==> src/rtl/sram_arbiter_if.sv <==
// Signal bundle between sram_arbiter, its two requesters (CPU, VGA) and the SRAM pins.
// slave = arbiter side; master = requesters plus the SRAM data-in path.
interface sram_arbiter_if #(
    parameter int unsigned ADDR_W = 22
);
    logic              cpu_req;
    logic              cpu_we;
    logic [ADDR_W-1:0] cpu_addr;
    logic [1:0]        cpu_be;
    logic [15:0]       cpu_wdata;
    logic [15:0]       cpu_rdata;
    logic              cpu_ack;

    logic              vga_re;
    logic [22:0]       vga_addr;
    logic [15:0]       vga_data;
    logic              vga_success;

    logic [ADDR_W-1:0] sram_addr;
    logic [15:0]       sram_dq_i;
    logic [15:0]       sram_dq_o;
    logic              sram_dq_oe;
    logic              sram_ce_n;
    logic              sram_oe_n;
    logic              sram_we_n;
    logic [1:0]        sram_be_n;

    modport slave (
        input  cpu_req, cpu_we, cpu_addr, cpu_be, cpu_wdata,
        output cpu_rdata, cpu_ack,
        input  vga_re, vga_addr,
        output vga_data, vga_success,
        output sram_addr, sram_dq_o, sram_dq_oe,
        output sram_ce_n, sram_oe_n, sram_we_n, sram_be_n,
        input  sram_dq_i
    );

    modport master (
        output cpu_req, cpu_we, cpu_addr, cpu_be, cpu_wdata,
        input  cpu_rdata, cpu_ack,
        output vga_re, vga_addr,
        input  vga_data, vga_success,
        input  sram_addr, sram_dq_o, sram_dq_oe,
        input  sram_ce_n, sram_oe_n, sram_we_n, sram_be_n,
        output sram_dq_i
    );
endinterface

==> src/rtl/sram_arbiter.sv <==
// Shares one async 16-bit SRAM between the CPU data port and the VGA loader.
// Define SRAM_ARB_RR_EN for round-robin arbitration; default is fixed VGA-over-CPU priority.
module sram_arbiter #(
    parameter int unsigned ADDR_W   = 22,
    parameter int unsigned WAIT_CYC = 2
) (
    input logic           clk,
    input logic           rst,
    sram_arbiter_if.slave bus
);

    localparam int unsigned CNT_W = $clog2(WAIT_CYC + 1);
    localparam logic [CNT_W-1:0] CNT_LAST = CNT_W'(WAIT_CYC - 1);
    localparam logic [CNT_W-1:0] CNT_ONE  = CNT_W'(1);

    typedef enum logic [2:0] {
        S_IDLE,
        S_RD,
        S_WR_SETUP,
        S_WR_PULSE,
        S_WR_HOLD,
        S_VGA_OUT,
        S_TURN
    } state_t;

    state_t           state, state_nx;
    logic [CNT_W-1:0] cnt, cnt_nx;
    logic             is_vga, is_vga_nx;
    logic             grant_vga_c, grant_cpu_c;
    logic             vga_lsb_unused;

    // Registered outputs and their next values
    logic [ADDR_W-1:0] sram_addr_q, sram_addr_d;
    logic [15:0]       sram_dq_o_q, sram_dq_o_d;
    logic              sram_dq_oe_q, sram_dq_oe_d;
    logic              sram_ce_n_q, sram_ce_n_d;
    logic              sram_oe_n_q, sram_oe_n_d;
    logic              sram_we_n_q, sram_we_n_d;
    logic [1:0]        sram_be_n_q, sram_be_n_d;
    logic [15:0]       cpu_rdata_q, cpu_rdata_d;
    logic              cpu_ack_q, cpu_ack_d;
    logic [15:0]       vga_data_q, vga_data_d;
    logic              vga_success_q, vga_success_d;

    // Byte address from the VGA side; bit 0 has no meaning for a 16-bit word
    assign vga_lsb_unused = bus.vga_addr[0];

`ifdef SRAM_ARB_RR_EN
    logic last_grant;  // 0 = CPU, 1 = VGA

    assign grant_vga_c = bus.vga_re && (!bus.cpu_req || !last_grant);

    always_ff @(posedge clk) begin
        if (!rst) begin
            last_grant <= 1'b0;
        end else if (state == S_IDLE && (grant_vga_c || grant_cpu_c)) begin
            last_grant <= grant_vga_c;
        end
    end
`else
    assign grant_vga_c = bus.vga_re;
`endif

    assign grant_cpu_c = bus.cpu_req && !grant_vga_c;

    // State register
    always_ff @(posedge clk) begin
        if (!rst) begin
            state  <= S_IDLE;
            cnt    <= '0;
            is_vga <= 1'b0;
        end else begin
            state  <= state_nx;
            cnt    <= cnt_nx;
            is_vga <= is_vga_nx;
        end
    end

    // Next-state logic
    always_comb begin
        state_nx  = state;
        cnt_nx    = cnt;
        is_vga_nx = is_vga;
        case (state)
            S_IDLE: begin
                cnt_nx = '0;
                if (grant_vga_c) begin
                    is_vga_nx = 1'b1;
                    state_nx  = S_RD;
                end else if (grant_cpu_c) begin
                    is_vga_nx = 1'b0;
                    state_nx  = bus.cpu_we ? S_WR_SETUP : S_RD;
                end
            end
            S_RD: begin
                if (cnt == CNT_LAST) begin
                    cnt_nx   = '0;
                    state_nx = is_vga ? S_VGA_OUT : S_TURN;
                end else begin
                    cnt_nx = cnt + CNT_ONE;
                end
            end
            S_VGA_OUT: begin
                if (cnt == CNT_ONE) begin
                    cnt_nx   = '0;
                    state_nx = S_TURN;
                end else begin
                    cnt_nx = cnt + CNT_ONE;
                end
            end
            S_WR_SETUP: begin
                cnt_nx   = '0;
                state_nx = S_WR_PULSE;
            end
            S_WR_PULSE: begin
                if (cnt == CNT_LAST) begin
                    cnt_nx   = '0;
                    state_nx = S_WR_HOLD;
                end else begin
                    cnt_nx = cnt + CNT_ONE;
                end
            end
            S_WR_HOLD: state_nx = S_TURN;
            S_TURN:    state_nx = S_IDLE;
            default: begin
                cnt_nx   = '0;
                state_nx = S_IDLE;
            end
        endcase
    end

    // Output logic: values for the state being entered, registered on the same edge
    always_comb begin
        sram_addr_d   = sram_addr_q;
        sram_dq_o_d   = sram_dq_o_q;
        sram_dq_oe_d  = 1'b0;
        sram_ce_n_d   = 1'b1;
        sram_oe_n_d   = 1'b1;
        sram_we_n_d   = 1'b1;
        sram_be_n_d   = 2'b11;
        cpu_rdata_d   = cpu_rdata_q;
        cpu_ack_d     = 1'b0;
        vga_data_d    = vga_data_q;
        vga_success_d = 1'b0;

        if (state == S_IDLE) begin
            if (grant_vga_c) begin
                sram_addr_d = bus.vga_addr[ADDR_W:1];
            end else if (grant_cpu_c) begin
                sram_addr_d = bus.cpu_addr;
            end
        end

        if (state == S_RD && cnt == CNT_LAST) begin
            if (is_vga) begin
                vga_data_d = bus.sram_dq_i;
            end else begin
                cpu_rdata_d = bus.sram_dq_i;
                cpu_ack_d   = 1'b1;
            end
        end

        case (state_nx)
            S_RD: begin
                sram_ce_n_d = 1'b0;
                sram_oe_n_d = 1'b0;
                sram_be_n_d = is_vga_nx ? 2'b00 : ~bus.cpu_be;
            end
            S_WR_SETUP: begin
                sram_ce_n_d  = 1'b0;
                sram_dq_oe_d = 1'b1;
                sram_dq_o_d  = bus.cpu_wdata;
                sram_be_n_d  = ~bus.cpu_be;
            end
            S_WR_PULSE: begin
                sram_ce_n_d  = 1'b0;
                sram_dq_oe_d = 1'b1;
                sram_be_n_d  = ~bus.cpu_be;
                // No byte lanes enabled: run the sequence without a write pulse
                sram_we_n_d  = (bus.cpu_be == 2'b00);
            end
            S_WR_HOLD: begin
                sram_ce_n_d  = 1'b0;
                sram_dq_oe_d = 1'b1;
                sram_be_n_d  = ~bus.cpu_be;
                cpu_ack_d    = 1'b1;
            end
            S_VGA_OUT: vga_success_d = 1'b1;
            default: ;
        endcase
    end

    // Output registers
    always_ff @(posedge clk) begin
        if (!rst) begin
            sram_addr_q   <= '0;
            sram_dq_o_q   <= '0;
            sram_dq_oe_q  <= 1'b0;
            sram_ce_n_q   <= 1'b1;
            sram_oe_n_q   <= 1'b1;
            sram_we_n_q   <= 1'b1;
            sram_be_n_q   <= 2'b11;
            cpu_rdata_q   <= '0;
            cpu_ack_q     <= 1'b0;
            vga_data_q    <= '0;
            vga_success_q <= 1'b0;
        end else begin
            sram_addr_q   <= sram_addr_d;
            sram_dq_o_q   <= sram_dq_o_d;
            sram_dq_oe_q  <= sram_dq_oe_d;
            sram_ce_n_q   <= sram_ce_n_d;
            sram_oe_n_q   <= sram_oe_n_d;
            sram_we_n_q   <= sram_we_n_d;
            sram_be_n_q   <= sram_be_n_d;
            cpu_rdata_q   <= cpu_rdata_d;
            cpu_ack_q     <= cpu_ack_d;
            vga_data_q    <= vga_data_d;
            vga_success_q <= vga_success_d;
        end
    end

    assign bus.sram_addr   = sram_addr_q;
    assign bus.sram_dq_o   = sram_dq_o_q;
    assign bus.sram_dq_oe  = sram_dq_oe_q;
    assign bus.sram_ce_n   = sram_ce_n_q;
    assign bus.sram_oe_n   = sram_oe_n_q;
    assign bus.sram_we_n   = sram_we_n_q;
    assign bus.sram_be_n   = sram_be_n_q;
    assign bus.cpu_rdata   = cpu_rdata_q;
    assign bus.cpu_ack     = cpu_ack_q;
    assign bus.vga_data    = vga_data_q;
    assign bus.vga_success = vga_success_q;

endmodule
==> src/flat_wrapper.sv <==
// flat-port wrapper written by rule: the top's interface ports become plain ports
module sram_arbiter_flat 
#(
    parameter int unsigned ADDR_W   = 22,
    parameter int unsigned WAIT_CYC = 2
)
  (clk, rst, bus_cpu_req, bus_cpu_we, bus_cpu_addr, bus_cpu_be, bus_cpu_wdata, bus_cpu_rdata, bus_cpu_ack, bus_vga_re, bus_vga_addr, bus_vga_data, bus_vga_success, bus_sram_addr, bus_sram_dq_o, bus_sram_dq_oe, bus_sram_ce_n, bus_sram_oe_n, bus_sram_we_n, bus_sram_be_n, bus_sram_dq_i);
  sram_arbiter_if #(.ADDR_W(ADDR_W)) bus_i ();
  input logic clk;
  input logic rst;
  input wire logic [$bits(bus_i.cpu_req)-1:0] bus_cpu_req;
  input wire logic [$bits(bus_i.cpu_we)-1:0] bus_cpu_we;
  input wire logic [$bits(bus_i.cpu_addr)-1:0] bus_cpu_addr;
  input wire logic [$bits(bus_i.cpu_be)-1:0] bus_cpu_be;
  input wire logic [$bits(bus_i.cpu_wdata)-1:0] bus_cpu_wdata;
  output wire logic [$bits(bus_i.cpu_rdata)-1:0] bus_cpu_rdata;
  output wire logic [$bits(bus_i.cpu_ack)-1:0] bus_cpu_ack;
  input wire logic [$bits(bus_i.vga_re)-1:0] bus_vga_re;
  input wire logic [$bits(bus_i.vga_addr)-1:0] bus_vga_addr;
  output wire logic [$bits(bus_i.vga_data)-1:0] bus_vga_data;
  output wire logic [$bits(bus_i.vga_success)-1:0] bus_vga_success;
  output wire logic [$bits(bus_i.sram_addr)-1:0] bus_sram_addr;
  output wire logic [$bits(bus_i.sram_dq_o)-1:0] bus_sram_dq_o;
  output wire logic [$bits(bus_i.sram_dq_oe)-1:0] bus_sram_dq_oe;
  output wire logic [$bits(bus_i.sram_ce_n)-1:0] bus_sram_ce_n;
  output wire logic [$bits(bus_i.sram_oe_n)-1:0] bus_sram_oe_n;
  output wire logic [$bits(bus_i.sram_we_n)-1:0] bus_sram_we_n;
  output wire logic [$bits(bus_i.sram_be_n)-1:0] bus_sram_be_n;
  input wire logic [$bits(bus_i.sram_dq_i)-1:0] bus_sram_dq_i;
  assign bus_i.cpu_req = bus_cpu_req;
  assign bus_i.cpu_we = bus_cpu_we;
  assign bus_i.cpu_addr = bus_cpu_addr;
  assign bus_i.cpu_be = bus_cpu_be;
  assign bus_i.cpu_wdata = bus_cpu_wdata;
  assign bus_cpu_rdata = bus_i.cpu_rdata;
  assign bus_cpu_ack = bus_i.cpu_ack;
  assign bus_i.vga_re = bus_vga_re;
  assign bus_i.vga_addr = bus_vga_addr;
  assign bus_vga_data = bus_i.vga_data;
  assign bus_vga_success = bus_i.vga_success;
  assign bus_sram_addr = bus_i.sram_addr;
  assign bus_sram_dq_o = bus_i.sram_dq_o;
  assign bus_sram_dq_oe = bus_i.sram_dq_oe;
  assign bus_sram_ce_n = bus_i.sram_ce_n;
  assign bus_sram_oe_n = bus_i.sram_oe_n;
  assign bus_sram_we_n = bus_i.sram_we_n;
  assign bus_sram_be_n = bus_i.sram_be_n;
  assign bus_i.sram_dq_i = bus_sram_dq_i;
  sram_arbiter #(.ADDR_W(ADDR_W), .WAIT_CYC(WAIT_CYC)) u_core (.clk(clk), .rst(rst), .bus(bus_i));
endmodule
==> config.mk <==
export PLATFORM = sky130hd
export DESIGN_NAME = sram_arbiter_flat
export DESIGN_NICKNAME = d
export VERILOG_FILES = /design/src/rtl/sram_arbiter_if.sv /design/src/rtl/sram_arbiter.sv /design/src/flat_wrapper.sv
export SDC_FILE = /design/constraint.sdc
export NUM_CORES = 1
export LEC_CHECK = 0
export ABC_CLOCK_PERIOD_IN_PS = 2600
export CORE_MARGIN = 4
export CORE_UTILIZATION = 30
export DETAILED_ROUTE_END_ITERATION = 12
export GPL_TIMING_DRIVEN = 1
export HOLD_SLACK_MARGIN = 0.05
export SKIP_CTS_REPAIR_TIMING = 1
export SLEW_MARGIN = 20
export SYNTH_ARGS = -nofsm -noshare
export SYNTH_HDL_FRONTEND = slang
export SYNTH_SLANG_ARGS = --single-unit
==> constraint.sdc <==
create_clock -name clk -period 2.6 [get_ports clk]
set_clock_uncertainty 0.15 [all_clocks]
set_input_delay 0.78 -clock clk [delete_from_list [all_inputs] [get_ports clk]]
set_output_delay 0.78 -clock clk [all_outputs]
set_load 0.02 [all_outputs]
[After elaboration in Yosys (flattened, before gate mapping)]
Cells that the tools add are included.
Storage, ports and cells
  memories: 0
  word-level logic and storage cells: 67
  bits in writable memories: 0
  latch bits: 0
  output and inout bits: 78
  memory bits (read-only): 0
  bits of input ports: 84
  register bits: 84
Cells by class
  multiplexer cells: 24
  div/mod/pow operators: 0
  shift-type cells: 0
  reduce and logical (&&, ||, !) cells: 14
  eq/ne operators: 12
  add/sub/neg operators: 1
  $mul: 0
  $lt $le $gt $ge: 0
  bitwise gates (word level): 2
Operators with widths (number)
  two-way mux 22 bit: 2
  one-hot mux 3 bit (6 select lines): 1
  equality test 3 bit, second input constant: 5
  two-way mux 3 bit: 5
  equality test 3 x 2 -> 1 bit, second input constant: 4
  two-way mux 1 bit: 10
  two-way mux 2 bit: 4
  one-hot mux 2 bit (2 select lines): 2
  AND reduction 2 bit: 4
  equality test 3 x 1 -> 1 bit, second input constant: 2
  OR reduction 3 bit: 2
  OR reduction 4 bit: 1
  logical NOT 3 bit: 1
  adder 2 x 1 -> 2 bit, second input constant: 1
  equality test 2 x 1 -> 1 bit, second input constant: 1
  logical AND 1 bit: 2
  logical NOT 2 bit: 1
  inverter 2 bit: 1
  nonzero test 2 bit: 1
  OR reduction 2 bit: 1
  logical NOT 1 bit: 1
  inverter 1 bit: 1

[Depth between registers and ports, before layout]
Gate-level depths: netlist (run 1).
  depth after elaboration: 8
  depth in mapped cells: 7
  mapped depth without buffers: 4

[Worst setup path after synthesis (run 1)]
Ideal clock, no wire load.
  path kind: input -> register
  start: input bus_vga_re
  end: register u_core.sram_dq_o_q[6] (netlist: u_core.bus.sram_dq_o[6])
  arrival time: 1894 ps
  buffers on the path: 3
  slack: 422 ps
  data required time: 2316 ps
  stages on the path: 7
  setup time: 134 ps
  cell sequence: buf_2 nand3b_4 or4_1 clkbuf_2 buf_6 nand2_1 a21oi_1
Between the ends
  word-level cells in the longest chain between the ends: 6
Ends and longest elaborated chain
  from (decl): line flat_wrapper.sv:18  | input wire logic [$bits(bus_i.vga_re)-1:0] bus_vga_re;
  logical NOT 1 bit: line sram_arbiter.sv:64  | assign grant_cpu_c = bus.cpu_req && !grant_vga_c;
  logical AND 1 bit: line sram_arbiter.sv:64
  two-way mux 3 bit: line sram_arbiter.sv:90  | end else if (grant_cpu_c) begin
  two-way mux 3 bit *: line sram_arbiter.sv:87  | if (grant_vga_c) begin
  one-hot mux 3 bit (6 select lines) *: line sram_arbiter.sv:84  | case (state)
  equality test 3 x 2 -> 1 bit *: line sram_arbiter.sv:163  | case (state_nx)
  to (signal assigned): line sram_arbiter.sv:209  | sram_dq_o_q <= sram_dq_o_d;
  to (decl): line sram_arbiter.sv:34  | logic [15:0] sram_dq_o_q, sram_dq_o_d;
Mark *: on every way between the ends. The rest lies on a longest branch, timed or not.
A chain may end at the register's enable or synchronous reset.

[Final worst setup path (run 1)]
  start: register u_core.sram_addr_q[12] (netlist: u_core.bus.sram_addr[12])
  end: output bus_sram_addr[12]
RTL lines
  from (decl): line sram_arbiter.sv:33  | logic [ADDR_W-1:0] sram_addr_q, sram_addr_d;
  from (signal assigned): line sram_arbiter.sv:208  | sram_addr_q <= sram_addr_d;
  to (decl): line flat_wrapper.sv:22  | output wire logic [$bits(bus_i.sram_addr)-1:0] bus_sram_addr;
No word-level cell between the ends.

==> results of run 1 <==
kinds of logic after synthesis:
kind of cell,synth area share
mux,0.0653
compound gates,0.162
simple gates,0.221
flops,0.498
buf+inv,0.0534
area by class of cell:
cell class | count | area, um2 | share of cell area
Clock buffer | 11 | 243 | 0.0450
Clock inverter | 4 | 50.0 | 0.00929
Inverter | 2 | 7.51 | 0.00139
Multi-Input combinational cell | 268 | 1510 | 0.281
Sequential cell | 84 | 1680 | 0.312
Tap cell | 140 | 175 | 0.0325
Timing Repair Buffer | 174 | 1720 | 0.319
worst max path at each step:
stage,cells past startpoint,endpoint
6_report,1,bus_sram_addr[12]
3_5_place_dp,6,u_core.bus.sram_dq_o[3]
3_3_place_gp,6,u_core.bus.sram_dq_o[7]
4_1_cts,1,bus_sram_addr[3]
5_1_grt,6,u_core.bus.sram_addr[12]
2_1_floorplan,7,u_core.bus.sram_dq_o[6]
worst reg2reg max path: stages (launching register included):
cell and delay, ps:
dfxtp_1 590, and3b_1 270, nand3b_1 480, nand2_1 230
a21oi_1 90
power breakdown:
group | internal (mW) | total (mW) | switching, mW
Sequential | 1.43 | 1.54 | 0.103
Combinational | 0.513 | 1.03 | 0.514
Clock | 0.763 | 1.26 | 0.494
placed cells by master, fill, tap and decap left out, types with 2 or more instances in the layout:
master / instances
o21ai_0: 3
nor2_1: 26
nand2b_1: 2
nand4_1: 2
nor2b_1: 5
clkdlybuf4s50_1: 160
a211oi_1: 20
a21oi_1: 52
dfxtp_1: 84
nand3b_1: 5
and2_1: 5
clkbuf_16: 9
a211oi_2: 5
nand2_1: 99
mux2i_1: 22
buf_4: 13
clkinvlp_4: 2
cell usage after synthesis:
cell type   n  area [um2]
nand2_1    99         372
dfxtp_1    84        1680
a21oi_1    52         260
nor2_1     26        97.6
mux2i_1    22         220
a211oi_1   20         150
buf_2      11        55.1
clkbuf_1    8        30.0
buf_6       6        67.6
a211oi_2    5        62.6
and2_1      5        31.3
nand3b_1    5        37.5
nor2b_1     5        31.3
o21ai_0     3        15.0
buf_4       2        15.0
inv_1       2        7.51
nand2b_1    2        12.5
nand4_1     2        12.5
a21boi_0    1        7.51
a22o_1      1        8.76
a31oi_1     1        6.26
and3_1      1        6.26
and3b_1     1        8.76
clkbuf_2    1        5.00
nand2_2     1        6.26
nand3_1     1        5.00
nand3b_4    1        20.0
nand4bb_1   1        11.3
nor3_1      1        5.00
nor3_2      1        10.0
nor3_4      1        16.3
nor3b_4     1        18.8
nor4_4      1        21.3
o2111ai_1   1        8.76
o21a_1      1        7.51
o21ai_1     1        5.00
o31ai_1     1        7.51
o41ai_1     1        8.76
or2b_1      1        7.51
or3_1       1        6.26
or4_1       1        7.51
sequential cells by signal (all words and copies together), names as in the netlist, 2 cells and up:
signal                cells
u_core.state              3
u_core.bus.cpu_rdata     16
u_core.cnt                2
u_core.bus.sram_addr     22
u_core.bus.vga_data      16
u_core.bus.sram_be_n      2
u_core.bus.sram_dq_o     16
through the flow:
stage	util	cell area, um2	hold WS [ps]	total power [mW]
final	0.493	5390	301	3.82
after CTS	0.493	5390	305	3.86
after floorplan	-	3370	284	2.12
after global placement	0.466	5100	292	2.59
after detailed placement	0.466	5100	296	2.60
after global routing	0.493	5390	324	4.02
layer usage:
metal | global-route usage | up-vias | wire length, um
met5 | 0 | - | 0
met3 | 0.0872 | 5 | 1330
met4 | 0.0380 | 0 | 60
li1 | - | 1613 | -
met1 | 0.173 | 1455 | 4020
met2 | 0.230 | 138 | 4210
==> flow_metrics.env, run 1 <==
export IMPL_outcome="complete, no violations"
export IMPL_synth_fp_nets=466
export IMPL_finalWorstSetupSlack_ps=345
export IMPL_post_route_cells_drive_above_1_share=0.0737
export IMPL_yosys_cell_types_count=41
export IMPL_setup_viol=0
export IMPL_crit_start="u_core.bus.sram_addr[12]"
export IMPL_place_congestion=0.772
export IMPL_critPathKind="flip-flop to primary output"
export IMPL_vdd_ir_drop_worst_mv=0.356
export IMPL_crit_path_max_incr_delay_ps=630
export IMPL_timing_max_transition_violations_final=0
export IMPL_instances_no_fill=683
export IMPL_clock_latency_ps=320
export IMPL_die_area_mm2=0.0130
export IMPL_hold_sp="u_core.bus.sram_dq_o[9]"
export IMPL_grt_overflow_total=0
export IMPL_routed_wl_mm=9.62
export IMPL_placement_io_buffers=160
export IMPL_number_of_nets_with_antenna_violations_after_detailed_routing=0
export IMPL_r2r_setup_slack_ps=660
export IMPL_detailed_place_hpwl_mm=7.29
export IMPL_design_core_area_mm2=0.0109
export IMPL_maxCapViolations=0
export IMPL_r2r_start="u_core.state[0]"
export IMPL_initial_core_utilization=0.309
export IMPL_transition_at_the_pin_with_the_smallest_max_transition_slack_ps=660
export IMPL_timing_fmax_ghz=0.444
export IMPL_tritoncts_num_buffers=9
export IMPL_mapped_area_mm2=0.00337
export IMPL_worst_r2r_path_depth=4
export IMPL_wire_length_of_the_first_global_routing_pass_mm=15.6
export IMPL_timing_max_slew_rel_slack=0.559
export IMPL_static_leakage_power_nw=1.93
export IMPL_timing_critical_path_arrival_ps=1320
export IMPL_timing_hold_worst_class="flip-flop to flip-flop"
export IMPL_critical_path_buf_inv_count=1
export IMPL_power_density_mw_per_mm2=709
export IMPL_yosys_register_bits=84
export IMPL_die_width_um=114
export IMPL_tns_ps=0
export IMPL_cp_slowest_cell="clkdlybuf4s50_1"
export IMPL_number_of_antenna_violations_at_the_first_check_in_global_routing=0
export IMPL_rr_endpoint="u_core.bus.vga_data[11]"
export IMPL_syn_mean_instance_area_um2=8.83
export IMPL_clockBufferDepth=2
export IMPL_ys_warnings_count=0
export IMPL_detail_route_first_pass_iterations=5
export IMPL_worst_ep_required_time_ps=1670
export IMPL_rows=38
export IMPL_worst_path_top_cell_family_by_delay="buffers and inverters"
export IMPL_holdPathStages=2
export IMPL_combined_global_route_utilization_of_all_metal_layers=0.147
export IMPL_critPathLaunchType="flip-flop"
export IMPL_rsz0062_at_grt="false"
export IMPL_placement_setup_worst_slack_ps=57.1
export IMPL_hold_path_endpoint="u_core.bus.sram_dq_o[9]"
export IMPL_cts_max_level=3
export IMPL_drt_iter0_drc=222
export IMPL_clk_transition_reported_paths_ps=60
export IMPL_detail_route_wl_per_cell_um=14.1
export IMPL_crit_fanout=2
export IMPL_grt_start_max_net_pins=45
export IMPL_place_inst=668
export IMPL_path_cells="clkdlybuf4s50_1"
export IMPL_vias_per_cell=4.70
export IMPL_total_via_count_in_the_routed_design=3211
export IMPL_boundaryPins=162
export IMPL_fillers=1074
export IMPL_cts_sinks=84
export IMPL_netlist_instances=382
export IMPL_chipHeight_um=114
export IMPL_area_delta_synth_final_pct=59.7
export IMPL_final_period_minus_worst_setup_slack_ps=2250
export IMPL_timing_final_hold_violations=0
export IMPL_first_global_vias=3229
export IMPL_nets_final=623
export IMPL_cts_root_buf="clkbuf_16"
export IMPL_cts_tree="built"
export IMPL_num_antenna_cells=0
export IMPL_endpoint_kind="primary output"
export IMPL_detail_route_drc_violations=0
export IMPL_yosysSeqAreaShare=0.498
export IMPL_final_period_utilization=0.867
Power figures use the tool's default switching activity.
==> inputs of run 2 (changes only) <==
--- a/config.mk
+++ b/config.mk
@@ -5,7 +5,6 @@
 export SDC_FILE = /design/constraint.sdc
 export NUM_CORES = 1
 export LEC_CHECK = 0
-export ABC_CLOCK_PERIOD_IN_PS = 2600
 export CORE_MARGIN = 4
 export CORE_UTILIZATION = 30
 export DETAILED_ROUTE_END_ITERATION = 12
@@ -16,3 +15,4 @@
 export SYNTH_ARGS = -nofsm -noshare
 export SYNTH_HDL_FRONTEND = slang
 export SYNTH_SLANG_ARGS = --single-unit
+export TNS_END_PERCENT = 20
==> results of run 2 <==
Final layout, timing and power as in run 1 (identical DEF).
